`src/rtl/spi_pkg.sv`:
```
// Shared types and constants for the SPI receive word assembler.
package spi_pkg;

    localparam int BYTE_W = 8;

    typedef enum logic [1:0] {
        IDLE    = 2'd0,
        SHIFT   = 2'd1,
        DONE    = 2'd2,
        WAIT_SS = 2'd3
    } rx_state_t;

endpackage

```
`src/rtl/spi_pin_sync.sv`:
```
// Multi-flop synchroniser for the asynchronous sclk/mosi/ss pins.
// Produces a one-cycle sclk rise strobe with mosi taken at the same depth.
module spi_pin_sync #(
    parameter int SYNC_STAGES = 2
) (
    input  logic clk,
    input  logic reset,
    input  logic sclk,
    input  logic mosi,
    input  logic ss,
    output logic sclk_rise,
    output logic mosi_s,
    output logic ss_act
);

    logic [SYNC_STAGES-1:0] sclk_q;
    logic [SYNC_STAGES-1:0] mosi_q;
    logic [SYNC_STAGES-1:0] ss_q;
    logic                   sclk_prev;

    // ss resets to inactive so a held-low pin looks like a fresh select after reset.
    always_ff @(posedge clk) begin
        if (reset) begin
            sclk_q    <= '0;
            mosi_q    <= '0;
            ss_q      <= '1;
            sclk_prev <= 1'b0;
        end else begin
            sclk_q    <= {sclk_q[SYNC_STAGES-2:0], sclk};
            mosi_q    <= {mosi_q[SYNC_STAGES-2:0], mosi};
            ss_q      <= {ss_q[SYNC_STAGES-2:0], ss};
            sclk_prev <= sclk_q[SYNC_STAGES-1];
        end
    end

    assign sclk_rise = sclk_q[SYNC_STAGES-1] & ~sclk_prev;
    assign mosi_s    = mosi_q[SYNC_STAGES-1];
    assign ss_act    = ~ss_q[SYNC_STAGES-1];

endmodule

```
`src/rtl/spi_rx_word_assembler.sv`:
```
// SPI mode-0 receiver: assembles BYTES_PER_WORD bytes (MSB first) into one word.
// Optional stall timeout enabled by defining SPI_RX_TIMEOUT_EN.
module spi_rx_word_assembler
    import spi_pkg::*;
#(
    parameter int BYTES_PER_WORD = 2,
    parameter int SYNC_STAGES    = 2,
    parameter int TIMEOUT_CYC    = 100000
) (
    input  logic                             clk,
    input  logic                             reset,
    input  logic                             sclk,
    input  logic                             mosi,
    input  logic                             ss,
    output logic [BYTE_W*BYTES_PER_WORD-1:0] rx_data,
    output logic                             rx_valid,
    output logic                             rx_busy,
    output logic                             frame_err,
    output rx_state_t                        rx_state
);

    localparam int WORD_W     = BYTE_W * BYTES_PER_WORD;
    localparam int BYTE_CNT_W = (BYTES_PER_WORD > 1) ? $clog2(BYTES_PER_WORD) : 1;

    if (BYTES_PER_WORD < 1 || SYNC_STAGES < 2 || TIMEOUT_CYC < 1) begin : g_bad_param
        $error("spi_rx_word_assembler: illegal parameter value");
    end

    rx_state_t             state;
    rx_state_t             state_next;
    logic                  sclk_rise;
    logic                  mosi_s;
    logic                  ss_act;
    logic [2:0]            bit_cnt;
    logic [BYTE_CNT_W-1:0] byte_cnt;
    logic [WORD_W-1:0]     shift_reg;
    logic                  shift_en;
    logic                  last_bit;
    logic                  bits_pending;
    logic                  timeout_hit;
    logic                  done_now;
    logic                  err_now;

    spi_pin_sync #(
        .SYNC_STAGES(SYNC_STAGES)
    ) u_pin_sync (
        .clk      (clk),
        .reset    (reset),
        .sclk     (sclk),
        .mosi     (mosi),
        .ss       (ss),
        .sclk_rise(sclk_rise),
        .mosi_s   (mosi_s),
        .ss_act   (ss_act)
    );

    // A rise coinciding with the IDLE->SHIFT transition is already a data bit.
    assign shift_en     = sclk_rise && ss_act && (state == IDLE || state == SHIFT);
    assign last_bit     = shift_en && (bit_cnt == 3'd7) &&
                          (byte_cnt == BYTE_CNT_W'(BYTES_PER_WORD - 1));
    assign bits_pending = (bit_cnt != 3'd0) || (byte_cnt != '0);

`ifdef SPI_RX_TIMEOUT_EN
    localparam int IDLE_W = $clog2(TIMEOUT_CYC + 1);

    logic [IDLE_W-1:0] idle_cnt;

    always_ff @(posedge clk) begin
        if (reset || state != SHIFT || sclk_rise) begin
            idle_cnt <= '0;
        end else if (idle_cnt != IDLE_W'(TIMEOUT_CYC)) begin
            idle_cnt <= idle_cnt + IDLE_W'(1);
        end
    end

    assign timeout_hit = (state == SHIFT) && ss_act && bits_pending && !sclk_rise &&
                         (idle_cnt == IDLE_W'(TIMEOUT_CYC));
`else
    assign timeout_hit = 1'b0;
`endif

    always_ff @(posedge clk) begin
        if (reset) begin
            state <= IDLE;
        end else begin
            state <= state_next;
        end
    end

    always_comb begin
        state_next = state;
        case (state)
            IDLE: begin
                if (ss_act) state_next = SHIFT;
            end
            SHIFT: begin
                if (!ss_act)          state_next = IDLE;
                else if (timeout_hit) state_next = WAIT_SS;
                else if (last_bit)    state_next = DONE;
            end
            DONE: begin
                state_next = ss_act ? SHIFT : IDLE;
            end
            WAIT_SS: begin
                if (!ss_act) state_next = IDLE;
            end
            default: state_next = IDLE;
        endcase
    end

    always_comb begin
        rx_busy  = (state != IDLE);
        rx_state = state;
        done_now = (state == DONE);
        err_now  = ((state == SHIFT) && !ss_act && bits_pending) || timeout_hit;
    end

    // Output strobes are registered; rx_data only ever changes alongside rx_valid.
    always_ff @(posedge clk) begin
        if (reset) begin
            rx_data   <= '0;
            rx_valid  <= 1'b0;
            frame_err <= 1'b0;
            bit_cnt   <= 3'd0;
            byte_cnt  <= '0;
            shift_reg <= '0;
        end else begin
            rx_valid  <= done_now;
            frame_err <= err_now;
            if (done_now) begin
                rx_data <= shift_reg;
            end
            if (done_now || err_now) begin
                bit_cnt  <= 3'd0;
                byte_cnt <= '0;
            end else if (shift_en) begin
                shift_reg <= {shift_reg[WORD_W-2:0], mosi_s};
                bit_cnt   <= bit_cnt + 3'd1;
                if (bit_cnt == 3'd7) begin
                    byte_cnt <= byte_cnt + BYTE_CNT_W'(1);
                end
            end
        end
    end

endmodule

```
`config.mk`:
```
export PLATFORM = sky130hd
export DESIGN_NAME = spi_rx_word_assembler
export DESIGN_NICKNAME = d
export VERILOG_FILES = /design/src/rtl/spi_pkg.sv /design/src/rtl/spi_pin_sync.sv /design/src/rtl/spi_rx_word_assembler.sv
export SDC_FILE = /design/constraint.sdc
export NUM_CORES = 1
export LEC_CHECK = 0
export ABC_AREA = 1
export CORE_ASPECT_RATIO = 1.4
export CORE_MARGIN = 10
export CORE_UTILIZATION = 52
export DETAILED_ROUTE_END_ITERATION = 7
export GPL_TIMING_DRIVEN = 0
export PLACE_DENSITY = 0.85
export SLEW_MARGIN = 20
export SYNTH_ARGS = -nofsm -noshare
export SYNTH_HDL_FRONTEND = slang
export SYNTH_HIERARCHICAL = 1
export SYNTH_SLANG_ARGS = --single-unit
```
`constraint.sdc`:
```
create_clock -name clk -period 1.4 [get_ports clk]
set_input_delay 0.28 -clock clk [delete_from_list [all_inputs] [get_ports clk]]
set_output_delay 0.28 -clock clk [all_outputs]
set_load 0.1 [all_outputs]
```
After elaboration in Yosys (flattened, before gate mapping)
Index checks and enable logic that the tools add are counted.
{"block": "op_classes", "n_shift": 0, "n_addsub": 2, "n_lt_le_gt_ge": 0, "div_mod_pow": 0, "mux": 6, "reduce_logical": 16, "n_eq_ne": 7, "n_bitwise": 4, "mul": 0}
{"operator": "$mux 2", "count": 4}
{"operator": "$pmux 2 s4", "count": 1}
{"operator": "$logic_and 1x1->1", "count": 6}
{"operator": "$eq 2x2->1 const B", "count": 2}
{"operator": "$reduce_and 2->1", "count": 2}
{"operator": "$add 3x1->3 const B", "count": 1}
{"operator": "$eq 3x3->1 const B", "count": 1}
{"operator": "$logic_or 1x1->1", "count": 3}
{"operator": "$ne 3x2->1 const B", "count": 1}
{"operator": "$not 1->1", "count": 3}
{"operator": "$reduce_and 3->1", "count": 1}
{"operator": "$reduce_bool 3->1", "count": 1}
{"operator": "$eq 2x1->1 const B", "count": 1}
{"operator": "$logic_not 2->1", "count": 1}
{"operator": "$ne 2x1->1 const B", "count": 1}
{"operator": "$ne 2x2->1 const B", "count": 1}
{"operator": "$reduce_bool 2->1", "count": 1}
{"operator": "$reduce_or 2->1", "count": 1}
{"operator": "$add 1x1->1 const B", "count": 1}
{"operator": "$and 1x1->1", "count": 1}
{"operator": "$mux 1", "count": 1}
{"block": "word_totals", "mem_bits_ro": 0, "regBits": 47, "latchBits": 0, "mem_bits_rw": 0, "memories": 0, "elab_cells": 46}

Logic depth before layout (Yosys ltp)
{"block": "logic_depth", "word_depth": 9, "depth_mapped": 8, "depth_no_buf": 8}

By module
The synthesis kept the hierarchy.
{"module": "spi_rx_word_assembler", "seq_area_each_um2": 800.8, "cells_each": 187, "area_per_inst_um2": 1476.4, "instances": 1}
{"module": "spi_pin_sync", "seq_area_each_um2": 140.1, "cells_each": 24, "area_per_inst_um2": 203.9, "instances": 1}

Worst setup path after synthesis
OpenSTA, ideal clock, no wires.
{"block": "synth_timing", "kind": "register to output", "startpoint": "register state[1] (netlist: rx_state[1])", "endpoint": "output port rx_busy", "path_stages_with_launch": 3, "arrival_time_ns": 1.864, "slack_ns": -0.744, "cell_sequence": "dfxtp_1 -> inv_2 -> nand2_1"}
{"block": "synth_via", "elab_chain_cells": 1}
{"item": "from (decl)", "line_no": "spi_rx_word_assembler.sv:29", "rtl": "rx_state_t state;"}
{"item": "from (signal assigned)", "line_no": "spi_rx_word_assembler.sv:86", "rtl": "state <= state_next;"}
{"item": "$reduce_bool 2->1", "line_no": "spi_rx_word_assembler.sv:112", "rtl": "rx_busy = (state != IDLE);"}
{"item": "to (decl)", "line_no": "spi_rx_word_assembler.sv:17", "rtl": "output logic rx_busy,"}
Every way passes these cells.

Worst setup path after layout
{"block": "layout_timing", "startpoint": "register rx_data[14]", "endpoint": "output port rx_data[14]"}
{"item": "from (decl)", "line_no": "spi_rx_word_assembler.sv:15", "rtl": "output logic [BYTE_W*BYTES_PER_WORD-1:0] rx_data,"}
{"item": "from (signal assigned)", "line_no": "spi_rx_word_assembler.sv:131", "rtl": "rx_data <= shift_reg;"}
No word-level cell between the ends.

==> results.md <==
- Core area: roughly 3100 um^2
- Die ar.: 5940 um^2
- CTS tree: yes
- Nets: roughly 250
- Final setup viols: 0
- Num CTS Buffers: 5
- Layout cells sized above 1: ~18%
- Highest cell delay on the worst timing path: around 0.44 ns
- Post-synthesis async set-or-reset flop share: 0%
- Initial core utilization: 53.8%
- Critical path launch point type: flip-flop
- Grt total ovfl: 0
- Final ANT Viol Nets: 0
- Final min period: about 1.4 ns
- Post-CTS setup buffer count: 0
- Num rows: 24
- Routed via count: about 1300
- # Max-Cap Violations: 0
- Distinct cells, synth: 19
- Routed WL: between 3000 and 4000 um
- RSZ-0062 raised after global routing: no
- Crit share post-route: between 90 and 100%
- Worst-Margin Slew: 0.500 ns
- Slew Limit Headroom: roughly 67%
- Mapped Area: 1680 um^2
- Initial antenna violation count: 0
- Post-layout util: a little over three fifths
- Root buffer cell: clkbuf_8
- Clk_lat worst skew: roughly 0.30 ns
- Top cell family by delay on the critical path: buffers and inverters
- ANT cells: 0
- Synth Register Bits: 47
- Clock Sinks: between 40 and 50
- Drt drc: 0
- Die height: between 80 and 90 um
- Fin. max-slew vios: 0
- Per-cell routed wire length: approximately 11 um
- Worst-path fanout max: 2
- Number of global-route vias before repair: between 1000 and 1500
- CTS Hold Bufs: 0
- Hpwl dp: about 2200 um
- Crit. End Element: output pin
- Final hold violations: 0
- Leakage: between 0.9 and 1 nW
- Post-synth top area cell: dfxtp_1
- Status: finished, final reports clean
- Reg area: ~950 um^2
- Most used flip-flop cell after synthesis: dfxtp_1
- Pwr/cell area: ~1100 nW/um^2
- Iteration-0 DRC Markers: 38
- Fin area: 1970 um^2
- Clock Skew: around 0.0093 ns
- Worst Path Buf+Inv: 1
- CP max stage cell: buf_2
- Clock Path Buffers: 2
- Seq/Total Area, Yosys: about 56%
- Min-delay worst type: reg -> reg
- Post-Syn Instances: around 210
- Commonest non-fill, non-tap cells in the layout: nand2_1, dfxtp_1, nor2_1, inv_1, o21ai_0
- H-tree levels: 2
- Most common cell after layout, fill and taps aside: nand2_1
- Detailed-route vias per instance: 4.75
- Fmax: 0.732 GHz
- Peak supply drop: between 900 and 1000 uV
- Pre-antenna DRT Iters: 4
- Routability cong.: about 0.80
- Syn Area/Cell: between 7 and 8 um^2
- EDFF count, synth: 0
- Clock-pin slew on the worst setup and hold paths: around 0.080 ns
- Multi-input logic area: approximately 600 um^2
- Die X: roughly 68 um
- Num ports: 26
- First-pass GRT wire length: 5160 um
- Critical path data arrival time: 1.09 ns
- Top post-synthesis cells by area: dfxtp_1, nand2_1, nor2_1
- Top-area cell type share of the netlist area: between 50% and 60%
- Syn. warnings: 6
- Pin count of the biggest net entering global routing: 14
- Input/output buffers: 25
- Layout fillers: 300
- Placed cell areas: between 1500 and 2000 um^2
- Worst-path cell chain: buf_2
- Area grow syn2layout: 17.5%
- Setup Crit Path Kind: reg -> out
- Net Count, Synth: around 220
- Total Routing Usage GR: approximately 11%
- Worst Path Required: 1.12 ns
==> through the flow <==
stage	hold WS (ns)	worst slack (ns)	instances	total power, mW	TNS [ns]
final	0.405	0.0341	282	2.19	0
after global placement	0.391	-0.493	275	1.47	-15.57
after detailed placement	0.393	-0.484	275	1.48	-15.86
after global routing	0.427	0.00297	282	2.29	0
after floorplan	0.351	0.135	211	1.45	0
after CTS	0.404	0.00190	282	2.21	0
==> layer usage <==
| metal | share of wire [%] | wire [um] | global-route usage (%) | up-vias |
|---|---|---|---|---|
| li1 | - | - | - | 711 |
| met1 | 42 | 1310 | 11.9 | 586 |
| met2 | 47 | 1450 | 17.4 | 37 |
| met3 | 7.7 | 237 | 5.15 | 6 |
| met4 | 2.9 | 91 | 8.07 | 0 |
| met5 | 0 | 0 | 0 | - |
==> report_power, final <==
part           switching [mW]  internal (mW)
Sequential            0.00644           1.35
Combinational          0.0588         0.0309
Clock                   0.405          0.344
==> cells in the mapped netlist (3+ instances only) <==
| library cell | count |
|---|---|
| a21oi_1 | 9 |
| dfxtp_1 | 47 |
| ha_1 | 3 |
| inv_1 | 27 |
| inv_2 | 4 |
| nand2_1 | 51 |
| nand3_1 | 3 |
| nor2_1 | 30 |
| o21ai_0 | 21 |
| o21ai_1 | 3 |
==> kinds of logic (layout without fill, tap and decap cells) <==
group | after synthesis | after routing | synth area share, %
adder cells (fa/ha/maj) | 3 | 3 | 2.23
XOR/XNOR | 1 | 1 | 0.521
AO/OA/AOI/OAI | 33 | 33 | 9.83
AND/OR/NAND/NOR | 90 | 90 | 21.7
buffers and inverters | 37 | 69 | 9.68
flip-flops | 47 | 47 | 56.0
==> final cells by class <==
type                            count  area share, %
Timing Repair Buffer               25           7.73
Inverter                           31           5.89
Multi-Input combinational cell    127           29.6
Tap cell                           39           2.47
Buffer                              6           2.41
Sequential cell                    47           48.0
Clock buffer                        7           3.87
==> final timing paths <==
path | slack [ns] | from | cells after the start | endpoint
setup / recovery | 0.03 | rx_data[14] | 1 | rx_data[14]
hold / removal | 0.41 | u_pin_sync/mosi_q[0] | 2 | u_pin_sync/mosi_q[1]
setup reg to reg | 0.12 | u_pin_sync/sclk_q[1] | 6 | shift_reg[8]
hold reg to reg | 0.41 | u_pin_sync/mosi_q[0] | 2 | u_pin_sync/mosi_q[1]
==> what timing repair did <==
| item | CTS | global route |
|---|---|---|
| gates resized for setup | 108 | 2 |
| setup endpoints to repair | 39 | 2 |
| endpoints found under the hold margin | 0 | 0 |
| gates cloned | 0 | 0 |
No activity file was read; power rests on OpenSTA's default activity.
==> variant 1 (same settings) <==
Change the package constant `BYTE_W` from 8 to 6.
--- a/src/rtl/spi_pkg.sv
+++ b/src/rtl/spi_pkg.sv
@@ -1,7 +1,7 @@
 // Shared types and constants for the SPI receive word assembler.
 package spi_pkg;
 
-    localparam int BYTE_W = 8;
+    localparam int BYTE_W = 6;
 
     typedef enum logic [1:0] {
         IDLE    = 2'd0,
Ports: changed (resized rx_data); port bits go from 26 to 22. No check against the original RTL was run, so the function may have changed too.
==> variant 1 against the original RTL <==
  * Worst setup slack better by 0.030 ns
  * Routed wire length down 8.6%
  * Cell area down 8.8%
  * Power fell by 15%
  * Register-to-register slack gained 0.10 ns
  * Synthesized area fell by 12%
  * Sequential share of layout area is 4.3 points lower
  * Sequential cell count fell by 8
  * Highest routed layer unchanged
==> variant 1: results (changes against the original RTL) <==
| Metric | Value |
|---|---|
| Status | completed |
| Core box area | 2670 sq um (-15%) |
| Sequential share of power | 60.2% (-1.6 points) |
| Clock slew at reported path FFs | 0.11 ns (+0.03 ns) |
| Largest net degree at the start of global routing | 12 (-2) |
| Synth cell types | 21 (+2) |
| M1 wire length | 1.21 mm (-7.5%) |
| Top post-synthesis cells by count | dfxtp_1 (39), inv_1 (33), nand2_1 (30) |
| Cell family with most CP delay | flip-flops |
| Pre-antenna DRT Iters | 2 (-2) |
| R2r setup slk | 0.22 ns (+0.10 ns) |
| Cts repair resizes | 102 (-5.6%) |
| RD Place Congestion | 0.826 (+3.2%) |
| Via count | 1145 (-15%) |
| GRT Total Usage | 11.8% (+0.42 points) |
| Top post-synthesis cells by area | dfxtp_1 (53%), inv_1 (8.3%), nand2_1 (7.6%) |
| Top-area cell type share of the netlist area | 52.6% (-3.4 points) |
| Worst R2R End | bit_cnt[2] |
| First-pass GRT wire length | 5.12 mm (-0.81%) |
| Hold/Removal Path Class | input port to flop |
| WHS Endpoint | u_pin_sync/sclk_prev |
| Fin nets | 209 (-17%) |
| Slowest cell on crit path | dfxtp_4 |
| Crit path largest cell delay | 0.37 ns (-0.07 ns) |
| Worst R2R Path Depth | 8 (+2) |
| Number of buffers added on ports | 21 (-16%) |
| Sw frac | 22.4% (+0.97 points) |
| GR Util met1 | 12.4% (+0.53 points) |
| Met2 Use GR | 18.2% (+0.79 points) |
| Combinational group power | 0.0970 mW (+8.0%) |
| Internal | 1.45 mW (-16%) |
| Clock Latency Late Sink | 0.35 ns (+0.05 ns) |
-- variant 1: changes by cell type in the layout (fill, tap and decap cells not counted), moves of 5 or more --
cell,before,now
o21ai_1,3,13
a21oi_1,9,4
buf_2,20,1
nor2_1,30,11
dfxtp_1,45,37
a21oi_2,0,10
inv_1,27,33
clkbuf_4,1,8
o21ai_0,21,3
o21ai_2,0,9
nand2_1,50,29
buf_4,2,15
-- variant 1: final cells by class --
| type | instances | area share [%] |
|---|---|---|
| sequential | 39 | 43.8 |
| multi-input combinational | 93 | 29.7 |
| timing repair buffer | 21 | 10.1 |
| inverter | 36 | 7.64 |
| clock buffer | 8 | 3.82 |
| tap | 36 | 2.50 |
| buffer | 5 | 2.36 |
-- variant 1: per-stage QoR --
stage	cells	area (sq um)	utilization (%)	hold WS [ns]	setup WS, ns
after floorplan	173	1500	-	0.351	0.170
after global placement	230	1750	65.7	0.393	-0.493
after detailed placement	230	1750	65.7	0.399	-0.511
after CTS	238	1780	66.8	0.416	0.00155
after global routing	238	1800	67.4	0.325	0.0227
final	238	1800	67.4	0.304	0.0637
-- variant 1: how the worst max path moves through the flow --
stage                       end  slack [ns]
global placement        rx_busy       -0.49
detailed placement      rx_busy       -0.51
CTS                   frame_err       0.002
global route            rx_busy        0.02
finish                  rx_busy        0.06
floorplan           rx_data[10]        0.17
-- variant 1: worst register-to-register path: cells and delay by family, from the launching register on --
kind / cells / cell delay [ns]
compound gates: 1 / 0.09
buf+inv: 2 / 0.11
flops: 1 / 0.32
simple gates: 5 / 0.62
-- variant 1: logic make-up after synthesis --
group                    Yosys count  synth area share (%)
AO/OA/AOI/OAI                     39                  18.0
XOR/XNOR                           1                 0.590
buffers and inverters             41                  12.0
adder cells (fa/ha/maj)            3                  2.53
flip-flops                        39                  52.6
AND/OR/NAND/NOR                   50                  14.3
==> variant 2 (same flow settings) <==
Without the edit above. Put a register stage on the output `rx_state`, without a reset. The value now appears one clock later. The other outputs are not delayed to match.
--- a/src/rtl/spi_rx_word_assembler.sv
+++ b/src/rtl/spi_rx_word_assembler.sv
@@ -21,6 +21,8 @@
 
     localparam int WORD_W     = BYTE_W * BYTES_PER_WORD;
     localparam int BYTE_CNT_W = (BYTES_PER_WORD > 1) ? $clog2(BYTES_PER_WORD) : 1;
+
+    rx_state_t rx_state_d;
 
     if (BYTES_PER_WORD < 1 || SYNC_STAGES < 2 || TIMEOUT_CYC < 1) begin : g_bad_param
         $error("spi_rx_word_assembler: illegal parameter value");
@@ -110,7 +112,7 @@
 
     always_comb begin
         rx_busy  = (state != IDLE);
-        rx_state = state;
+        rx_state_d = state;
         done_now = (state == DONE);
         err_now  = ((state == SHIFT) && !ss_act && bits_pending) || timeout_hit;
     end
@@ -143,5 +145,9 @@
         end
     end
 
+    always_ff @(posedge clk) begin
+        rx_state <= rx_state_d;
+    end
+
 endmodule
 
Check against the original RTL: not equivalent (a bounded check fails within 4 cycles, from zero or initial values and one cycle with reset high).
==> variant 2 against the original RTL <==
  * Synthesized cell count rose by 1.4%
  * Power rose by 15%
  * Routed wire length is 1.5% lower
  * Sequential power rose by 5%
  * First-iteration DRC count rose by 37%
  * Sequential share of layout area is 0.11 points lower
  * Sequential cell count increased by 2
  * Worst setup slack improved by 0.0019 ns
  * Cell area grew 3.8%
  * Count of clock-buffer cells in the layout stayed put
  * Clock power increased by 35%
  * Synthesized area is 1.3% higher
  * Critical path depth is the same
  * Highest routed layer unchanged
==> variant 2: results (changes against the original RTL) <==
| Metric | Value |
|---|---|
| Status | completed |
| Place WS | -0.582 ns (-0.0981 ns) |
| Largest net degree at the start of global routing | 15 (+1) |
| Top post-synthesis cells by area | dfxtp_1 (58%), nand2_1 (12%), nor2_1 (7.1%) |
| Area occupied by multi-input gates | 574 sq um (-1.7%) |
| Flops & latches, synth | 49 (+4.3%) |
| Post-synthesis sequential area ratio | 57.6% (+1.6 points) |
| Synth cell types | 16 (-3) |
| Count of non-CTS buffers in the layout | 33 (+6.5%) |
| Clock Skew | 0.0101 ns (+0.000735 ns) |
| Share of cells above drive strength 1 | 16.9% (-0.83 points) |
| Total design power | 2.52 mW (+15%) |
| Clk cell area share | 5.68% (+1.8 points) |
| Top post-synthesis cells by count | nand2_1 (55), dfxtp_1 (49), nor2_1 (32) |
| Post-Place Cells | 278 (+1.1%) |
| First-pass GRT wire length | 5.37 mm (+4.0%) |
| GRT Total Usage | 11.5% (+0.19 points) |
| Leakage | 0.990 nW (+4.4%) |
| Maximum vdd drop | 0.00140 V (+43%) |
| Via count | 1344 (+0.30%) |
| Final HPWL from detailed placement | 2.20 mm (-1.6%) |
| Multi-In Gates | 129 (+1.6%) |
| Non-clock inverter count | 30 (-3.2%) |
| Register area | 982 sq um (+3.6%) |
| Synth Net Count | 222 (+1.4%) |
| Ys async rst share | 0% (unchanged) |
| Drt first-iter violations | 52 (+37%) |
| Worst-path fanout max | 2 (unchanged) |
| Initial antenna violation count | 0 (unchanged) |
| Placed inst area | 2000 sq um (+0.38%) |
| Crit path largest cell delay | 0.43 ns |
| Die width | 68.4 um (+0.47%) |
| Post-Route WL | 3.05 mm (-1.5%) |
| RD Place Congestion | 0.858 (+7.3%) |
| Vias in the first global route | 1253 (+3.3%) |
| Seq/total area | 47.9% (-0.11 points) |
| Worst Tran Pin Value | 0.493 ns (-0.00784 ns) |
| Signal buf overhead | 10.5% (+0.36 points) |
| Filler cells | 286 (-4.7%) |
| Cell family with most CP delay | buffers and inverters |
| H-tree Lvls | 2 (unchanged) |
| Fin nets | 256 (+2.0%) |
| Via density | 4.67 (-1.8%) |
| Syn Area/Cell | 7.96 sq um (about the same) |
| CTS root buf | clkbuf_8 |
[variant 2: changes by cell type in the layout (fill, tap and decap cells not counted), sizes merged]
cell and change:
nor2 +2, dlygate4sd2 -1, a21oi -1, nand2 +2, dfxtp +2, inv -1
bufinv +1, clkbuf +2, clkdlybuf4s15 +1, o21ai -1
[variant 2: power breakdown]
part,total (mW),internal (mW),switching (mW)
Combinational,0.0877,0.0311,0.0566
Sequential,1.42,1.41,0.00668
Clock,1.01,0.582,0.431
[variant 2: logic make-up after synthesis]
group                      after synthesis  synth area share (%)
and+or+nand+nor                         94                  21.7
buffers and inverters                   36                  8.82
AOI/OAI and AO/OA                       31                  9.11
adders and majority gates                3                  2.20
xor gates and xnor gates                 1                 0.514
DFF                                     49                  57.6
[variant 2: what timing repair did]
item,in CTS,in global routing
buffers inserted,0,2
setup endpoints to repair,42,13
pin swaps,0,1
gates resized for setup,110,6
hold buffers,0,0
[variant 2: final timing paths]
kind	from	to	slack (ns)	cells past startpoint
max	rx_data[14]	rx_data[14]	0.04	1
min	rx_state_d[0]	rx_state[0]	0.39	0
max reg2reg	u_pin_sync/sclk_q[1]	shift_reg[15]	0.14	7
min reg2reg	rx_state_d[0]	rx_state[0]	0.39	0
[variant 2: routing by layer]
metal / routed length, um / vias up / GRT usage (%) / part of all wire (%)
met5: 0 / - / 0 / 0
li1: - / 720 / - / -
met4: 72 / 0 / 6.61 / 2.4
met1: 1280 / 590 / 11.9 / 42
met3: 188 / 8 / 4.22 / 6.2
met2: 1510 / 26 / 19.4 / 49
